==> config.mk <==
export PLATFORM = sky130hd
export DESIGN_NAME = qed_dup_sched
export DESIGN_NICKNAME = d
export VERILOG_FILES = /design/src/rtl/qed_pkg.sv /design/src/rtl/qed_sync_detect.sv /design/src/rtl/qed_dup_sched.sv
export SDC_FILE = /design/constraint.sdc
export NUM_CORES = 1
export LEC_CHECK = 0
export ABC_AREA = 1
export BUFFER_PORTS_ARGS = -buffer_cell sky130_fd_sc_hd__clkbuf_2
export CAP_MARGIN = 25
export CELL_PAD_IN_SITES_DETAIL_PLACEMENT = 0
export CELL_PAD_IN_SITES_GLOBAL_PLACEMENT = 1
export CORE_ASPECT_RATIO = 0.8
export CORE_MARGIN = 1
export CORE_UTILIZATION = 37
export CTS_CLUSTER_SIZE = 25
export DETAILED_ROUTE_END_ITERATION = 10
export PLACE_DENSITY = 0.92
export SETUP_SLACK_MARGIN = 0.5
export SLEW_MARGIN = 10
export SYNTH_ARGS = -nofsm -noshare
export SYNTH_HDL_FRONTEND = slang
export SYNTH_HIERARCHICAL = 1
export SYNTH_SLANG_ARGS = --single-unit
export TNS_END_PERCENT = 100
==> constraint.sdc <==
create_clock -name clk -period 2.4 [get_ports clk]
set_clock_uncertainty 0.2 [all_clocks]
set_input_delay 0.24 -clock clk [delete_from_list [all_inputs] [get_ports clk]]
set_output_delay 0.24 -clock clk [all_outputs]
set_load 0.05 [all_outputs]
==> src/rtl/qed_pkg.sv <==
// Shared definitions for the QED front-end control blocks.
// Holds the duplicate-scheduler state encoding and the RV32 opcodes that
// terminate an original-instruction block.

package qed_pkg;

    // Scheduler state encoding; kept as plain 2-bit constants so older blocks
    // that decode ctrl_state numerically keep working.
    typedef logic [1:0] state_t;

    localparam state_t StOff    = 2'd0;
    localparam state_t StOrig   = 2'd1;
    localparam state_t StDup    = 2'd2;
    localparam state_t StSettle = 2'd3;

    // RV32 major opcodes (instruction bits [6:0]) that close a block.
    localparam logic [6:0] OPC_BRANCH = 7'b1100011;
    localparam logic [6:0] OPC_JAL    = 7'b1101111;
    localparam logic [6:0] OPC_JALR   = 7'b1100111;
    localparam logic [6:0] OPC_FENCE  = 7'b0001111;
    localparam logic [6:0] OPC_SYSTEM = 7'b1110011;

endpackage

==> src/rtl/qed_sync_detect.sv <==
// Combinational opcode classifier.
// Flags control-flow and ordering instructions after which an original block
// must be closed so its duplicates replay before the flow diverges.
//
// Ports:
//   opcode  - instruction bits [6:0]
//   sync_op - 1 when opcode is BRANCH, JAL, JALR, FENCE or SYSTEM

module qed_sync_detect
    import qed_pkg::*;
(
    input  logic [6:0] opcode,
    output logic       sync_op
);

    always_comb begin
        sync_op = 1'b0;
        case (opcode)
            OPC_BRANCH, OPC_JAL, OPC_JALR, OPC_FENCE, OPC_SYSTEM: sync_op = 1'b1;
            default:                                              sync_op = 1'b0;
        endcase
    end

endmodule

==> src/rtl/qed_dup_sched.sv <==
// QED duplicate scheduler.
// Lets a block of original instructions through to the pipeline, then holds
// the front end in duplicate mode until exactly that many duplicates have
// been accepted, then idles for a settle window before the next block.
//
// Ports:
//   clk, rst             - clock; asynchronous active-low reset
//   ena                  - QED enable
//   ifu_vld              - fetch offers a valid original instruction
//   ifu_qed_instruction  - fetched instruction (only the opcode is used)
//   stall_IF             - fetch stalled, nothing accepted this cycle
//   vld_out              - duplicate cache has a duplicate available
//   exec_dup             - registered; high exactly while in DUP
//   blk_len              - length of the current / last block
//   blk_done             - pulse in the cycle the last duplicate is accepted
//   dup_timeout          - sticky replay-timeout error, cleared by reset only
//   ctrl_state           - OFF=0, ORIG=1, DUP=2, SETTLE=3

module qed_dup_sched
    import qed_pkg::*;
#(
    parameter int unsigned DEPTH         = 16,
    parameter int unsigned SETTLE_CYCLES = 4,
    parameter int unsigned TIMEOUT       = 64,
    parameter int unsigned CW            = $clog2(DEPTH + 1)
) (
    input  logic          clk,
    input  logic          rst,
    input  logic          ena,
    input  logic          ifu_vld,
    input  logic [31:0]   ifu_qed_instruction,
    input  logic          stall_IF,
    input  logic          vld_out,
    output logic          exec_dup,
    output logic [CW-1:0] blk_len,
    output logic          blk_done,
    output logic          dup_timeout,
    output logic [1:0]    ctrl_state
);

    localparam int unsigned TW = $clog2(TIMEOUT + 1);
    localparam int unsigned SW = $clog2(SETTLE_CYCLES + 1);

    state_t          state_q, state_d;
    logic [CW-1:0]   blk_len_q, blk_len_d;
    logic [CW-1:0]   rem_q, rem_d;
    logic [TW-1:0]   to_cnt_q, to_cnt_d;
    logic [SW-1:0]   settle_q, settle_d;
    logic            exec_dup_q;
    logic            dup_timeout_q, dup_timeout_d;

    logic            sync_op;
    logic            orig_fire;
    logic            dup_fire;
    logic [CW-1:0]   len_next;

    // Only the opcode field matters here.
    logic            unused_instr_bits;
    assign unused_instr_bits = ^ifu_qed_instruction[31:7];

    qed_sync_detect u_sync_detect (
        .opcode  (ifu_qed_instruction[6:0]),
        .sync_op (sync_op)
    );

    assign orig_fire = ifu_vld & ~stall_IF & (state_q == StOrig);
    assign dup_fire  = vld_out & ~stall_IF & (state_q == StDup);

    // Block length after this cycle's fire, saturating at DEPTH.
    always_comb begin
        len_next = blk_len_q;
        if (orig_fire && (blk_len_q != CW'(DEPTH))) begin
            len_next = blk_len_q + CW'(1);
        end
    end

    always_comb begin
        state_d       = state_q;
        blk_len_d     = blk_len_q;
        rem_d         = rem_q;
        to_cnt_d      = to_cnt_q;
        settle_d      = settle_q;
        dup_timeout_d = dup_timeout_q;

        case (state_q)
            StOff: begin
                if (ena) begin
                    state_d   = StOrig;
                    blk_len_d = '0;
                end
            end

            StOrig: begin
                blk_len_d = len_next;
                // A fire that fills the block or closes it with a sync op, or
                // losing enable with a partial block, hands over to replay.
                // An instruction accepted in the same cycle ena falls still counts.
                if ((orig_fire && ((len_next == CW'(DEPTH)) || sync_op)) ||
                    (!ena && (len_next != '0))) begin
                    state_d  = StDup;
                    rem_d    = len_next;
                    to_cnt_d = '0;
                end else if (!ena) begin
                    state_d = StOff;
                end
            end

            StDup: begin
                // ena is deliberately ignored: a started block always completes.
                if (dup_fire) begin
                    rem_d    = rem_q - CW'(1);
                    to_cnt_d = '0;
                    if (rem_q == CW'(1)) begin
                        state_d  = StSettle;
                        settle_d = '0;
                    end
                end else if (!stall_IF) begin
                    // Unstalled with no duplicate available; stalls freeze the count.
                    if (to_cnt_q == TW'(TIMEOUT - 1)) begin
                        to_cnt_d      = TW'(TIMEOUT);
                        dup_timeout_d = 1'b1;
                        state_d       = StSettle;
                        settle_d      = '0;
                    end else begin
                        to_cnt_d = to_cnt_q + TW'(1);
                    end
                end
            end

            StSettle: begin
                if (settle_q == SW'(SETTLE_CYCLES - 1)) begin
                    if (ena) begin
                        state_d   = StOrig;
                        blk_len_d = '0;
                    end else begin
                        state_d = StOff;
                    end
                end else begin
                    settle_d = settle_q + SW'(1);
                end
            end

            default: state_d = StOff;
        endcase
    end

    always_ff @(posedge clk or negedge rst) begin
        if (!rst) begin
            state_q       <= StOff;
            blk_len_q     <= '0;
            rem_q         <= '0;
            to_cnt_q      <= '0;
            settle_q      <= '0;
            exec_dup_q    <= 1'b0;
            dup_timeout_q <= 1'b0;
        end else begin
            state_q       <= state_d;
            blk_len_q     <= blk_len_d;
            rem_q         <= rem_d;
            to_cnt_q      <= to_cnt_d;
            settle_q      <= settle_d;
            exec_dup_q    <= (state_d == StDup);
            dup_timeout_q <= dup_timeout_d;
        end
    end

    assign exec_dup    = exec_dup_q;
    assign blk_len     = blk_len_q;
    assign blk_done    = dup_fire & (rem_q == CW'(1));
    assign dup_timeout = dup_timeout_q;
    assign ctrl_state  = state_q;

endmodule

# After elaboration in Yosys (flattened, before gate mapping)
# Cells that the tools add are included.
# classes
reduce_logical	17
n_eq_ne	21
addsub	4
bitwise	7
muxes	29
# ops
op	n
equality test 7 bit, second input constant	4
2-to-1 mux 7 bit	4
2-to-1 mux 5 bit	5
2-to-1 mux 2 bit	8
2-to-1 mux 3 bit	5
case mux 5 bit (3 select lines)	1
case mux 7 bit (2 select lines)	1
case mux 5 bit (2 select lines)	1
case mux 2 bit (4 select lines)	1
adder 7 x 1 -> 7 bit, second input constant	1
equality test 7 x 4 -> 1 bit, second input constant	1
equality test 7 x 6 -> 1 bit, second input constant	1
equality test 2 bit, second input constant	3
!= test 2 bit, second input constant	3
!= test 3 x 2 -> 1 bit, second input constant	2
case mux 3 bit (2 select lines)	1
AND reduction 3 bit	2
adder 5 x 1 -> 5 bit, second input constant	1
AND 1 bit	5
equality test 5 x 1 -> 1 bit, second input constant	1
equality test 5 bit, second input constant	1
!= test 5 bit, second input constant	1
AND reduction 5 bit	1
nonzero test 5 bit	1
17 further kinds	23
# word_totals
regBits	24
elab_cells	85

# Logic depth before layout (Yosys ltp)
# logic_depth
depth_word	12
ltp_mapped	20
mapped_depth_nobuf	20

# Cells and area by module
# Netlist, hierarchy kept.
# modules_own_cells
mod	area_per_inst_um2	cells_each	instances	seq_area_each_um2
qed_dup_sched	1684.1	224	1	600.6
qed_sync_detect	43.8	9	1	0.0

# Worst setup path before layout
# No wires, ideal clock.
# synth_path
kind	register to register
start	reg state_q[1] (netlist: ctrl_state[1])
end	reg to_cnt_q[5]
synth_period_minus_slack_ns	2.498
arrival_ns	2.171
path_stages_with_launch	19
setup_slack_ns	-0.098
setup_ns	0.127
path_cell_list	dfrtp_1 -> inv_1 -> ha_1 -> buf_4 -> nand2_4 -> nor2_8 -> nand2_1 -> nand2_1 -> nand2_1 -> inv_2 -> nor2_2 -> nand3_1 -> nand2_1 -> nand2_2 -> nand3_2 -> nand2_4 -> buf_8 -> nand2_1 -> o31ai_1
# synth_between
elab_chain_len	10
# synth_rtl
element	line_no	rtl
from (decl)	qed_dup_sched.sv:44	state_t state_q, state_d;
from (signal assigned)	qed_dup_sched.sv:149	state_q <= StOff;
from (signal assigned)	qed_dup_sched.sv:157	state_q <= state_d;
equality test 2 x 1 -> 1 bit	qed_dup_sched.sv:66, qed_dup_sched.sv:85	
AND 1 bit	qed_dup_sched.sv:66	assign orig_fire = ifu_vld & ~stall_IF & (state_q == StOrig);
logical AND 1 bit	qed_dup_sched.sv:72	if (orig_fire && (blk_len_q != CW'(DEPTH))) begin
2-to-1 mux 5 bit	qed_dup_sched.sv:72	
equality test 5 bit	qed_dup_sched.sv:98	if ((orig_fire && ((len_next == CW'(DEPTH)) || sync_op)) ||
logical OR 1 bit	qed_dup_sched.sv:98	
logical AND 1 bit	qed_dup_sched.sv:98	
logical OR 1 bit	qed_dup_sched.sv:98	
!= test 2 x 1 -> 1 bit (no source line)	-	
AND reduction 3 bit (no source line)	-	
to (signal assigned)	qed_dup_sched.sv:160	to_cnt_q <= to_cnt_d;
to (decl)	qed_dup_sched.sv:47	logic [TW-1:0] to_cnt_q, to_cnt_d;
# Parallel ways exist; a longest one is shown, timed or not.
# A chain may end at the register's enable or synchronous reset.

# Final worst setup path
# layout_path
start	reg state_q[1] (netlist: ctrl_state[1])
end	reg to_cnt_q[0]
# The elaborated chain is that of the path after synthesis.

==> results.cfg <==
[clocking]
clk_latency_ns = 0.28
cts_tree = done
ctsRootBufferMaster = clkbuf_8
cts_buffer_depth = 2
ctsHtreeMaxLevel = 1
clk_pin_slew_ns = 0.09
numCtsBuffers = 3
cts_sinks = 24

[run]
maxCapViolations = 0

[yosys]
synth_top_area_share_pct = 34.8
ys_ff_latch = 24
synthesis.area_um2 = 1730
synth_area_leaders = dfrtp_1, nand2_1, inv_1
syn_inst = 233
ys_types = 32
yosys_warnings = 6
synth_area_per_cell_um2 = 7.42
yosysTopAreaCell = dfrtp_1
yosysSeqAreaShare_pct = 34.8
syn-num-nets = 282

[placed_design]
place_inst = 313
port_buffers = 22
place_ws_ns = 0.189
dp_hpwl_um = 2680
gp_congestion = 0.847

[pwr]
seqPwrFrac_pct = 20.0
swShare_pct = 49.8
worst_ir_drop_vdd_mv = 1.07
leakagePower_uw = 0.00124
pwr_density_cell_nw_per_um2 = 1120
p_sw_uw = 1400
clkPwrFrac_pct = 13.1
combPwrFrac_pct = 66.9
internal_power_uw = 1410

[global_route]
globalRouteMet3Util_pct = 3.33
gr-total-overflow = 0
busiest_layer = met2
grt_pass1_vias = 1559
track_usage_pct = 17.7
antenna_found_initial = 0
grt_util_met2_pct = 29.9
grt_pass1_wl_um = 6880
grtUsageMet1_pct = 22.9
grt_max_degree = 25

[finish]
layout_commonest_cell = nand2_1
layout_common_cells = nand2_1, buf_4, inv_1
fin_nets = 339
areaGrowthSynthToFinish_pct = 44.2
antenna_cells = 0
fillers = 370
instances_no_fill = 346
drive_above_1_share_pct = 46.4

[route]
dr.pass1.iters = 4
viasPerCell = 4.93
final_antenna_net_count = 0
first_iter_violations = 98
wire_per_inst_um = 12.4
remaining_drc_errors = 0
routed_wirelength_um = 4300
via_count = 1705

[sta]
fin_crit_ns = 2.20
tightest_slew_ns = 0.626
slew_violations = 0
period_share_pct = 91.6
rsz0062_at_grt = true
setup_slack_ns = 0.202
final.setup.tns_ns = 0
relSlewSlack_pct = 58.3
max_freq_ghz = 0.455
hold_violations = 0
finalSetupViolCount = 0

[worst_setup_path]
timing.rr.start = ctrl_state[1]
arrival_ns = 2.17
crit_path_end_kind = flip-flop
criticalPathCategory = flip-flop to flip-flop
startpoint = ctrl_state[1]
cp_max_fo = 7
startpoint_type = flip-flop
required_ns = 2.38

[floorplanning]
die_area_um2 = 4950
num_io_pins = 48
die_x_um = 78.4
core_um2 = 4340
initial_core_util_pct = 39.9
die_height_um = 63.1
row_count = 21

[run_status]
status = finished, final reports clean

[worst_hold_path]
hp-start = vld_out
hp-class = primary input to flip-flop
state kept, by name, summed over array words and instances, names as in the netlist:
| name | cells |
|---|---|
| ctrl_state | 2 |
| blk_len | 5 |
| to_cnt_q | 7 |
| dup_timeout | 1 |
| rem_q | 5 |
| settle_q | 3 |
| exec_dup | 1 |
power groups by stage:
stage               logic [uW]  clock network (uW)  registers, uW
floorplan                  908                   0            707
global placement          1250                   0            577
detailed placement        1260                   0            579
CTS                       1590                 371            560
global route              2050                 388            568
finish                    1880                 367            560
layer usage:
layer	share of wire (%)	vias up
met1	47	805
met5	0	-
li1	-	862
met3	2.9	6
met4	1.3	0
met2	49	32
critical path: stages, from the launching register on:
cell     delay [ns]
dfrtp_2        0.42
inv_2          0.07
ha_4           0.15
nand2_4        0.06
nor2_8         0.16
nand2_4        0.10
nand2_2        0.09
nand2_4        0.06
nor2_4         0.13
nand3_2        0.09
nand2_2        0.09
nand2_4        0.07
nand3_4        0.12
nand2_8        0.10
a21oi_2        0.15
a21oi_2        0.04
synthesized netlist by cell type:
cell / n
nand2_1: 56
inv_1: 39
dfrtp_1: 24
nand3_1: 21
nor2_1: 14
ha_1: 11
o21ai_0: 9
a21oi_1: 7
nand2_2: 6
o21ai_1: 5
o21ai_2: 4
o22ai_1: 4
o31ai_1: 4
nand2_4: 3
xor2_1: 3
a21oi_2: 2
a31oi_1: 2
inv_2: 2
nand4_1: 2
nor2_2: 2
xnor2_1: 2
a22oi_1: 1
buf_2: 1
buf_4: 1
buf_8: 1
nand3_2: 1
nor2_8: 1
nor3_1: 1
nor4_1: 1
nor4_2: 1
o21bai_1: 1
or2_2: 1
final cells by class:
cell class | count | area [um^2] | share of cell area (%)
Timing Repair Buffer | 54 | 363 | 14.6
Inverter | 41 | 164 | 6.58
Clock buffer | 3 | 41.3 | 1.66
Tap cell | 57 | 71.3 | 2.86
Clock inverter | 1 | 30.0 | 1.20
Sequential cell | 24 | 606 | 24.3
Multi-Input combinational cell | 166 | 1220 | 48.8
metrics by stage:
| step | power [uW] | cell area (um^2) | utilization (%) | hold WS (ns) |
|---|---|---|---|---|
| 2_1_floorplan | 1620 | 1760 | - | -0.256 |
| 3_3_place_gp | 1820 | 1940 | 44.8 | 0.0775 |
| 3_5_place_dp | 1840 | 1940 | 44.8 | 0.0837 |
| 4_1_cts | 2520 | 2290 | 52.8 | 0.123 |
| 5_1_grt | 3000 | 2490 | 57.5 | 0.167 |
| 6_report | 2800 | 2490 | 57.5 | 0.156 |
final timing paths:
check                           endpoint  slack, ns  cells after the start
min                          to_cnt_q[6]       0.16                      4
max                          to_cnt_q[0]       0.20                     15
min in group asynchronous    to_cnt_q[2]       0.30                      2
max in group asynchronous  ctrl_state[1]       1.25                      2
min reg2reg                  dup_timeout       0.27                      2
max reg2reg                  to_cnt_q[0]       0.20                     15
what timing repair did:
action,in CTS,in global routing
cloned,1,0
pin swaps,6,14
resized for setup,30,42
hold buffers,1,0
setup buffers,22,5
endpoints found under the setup margin,24,23
hold endpoints to repair,24,0
logic make-up after synthesis:
group / share of synthesized area, %
XOR/XNOR: 2.53
AO/OA/AOI/OAI: 13.9
buffers and inverters: 10.5
adder cells (fa/ha/maj): 7.97
flip-flops: 34.8
AND/OR/NAND/NOR: 30.3
No activity file was read; power rests on OpenSTA's default activity.
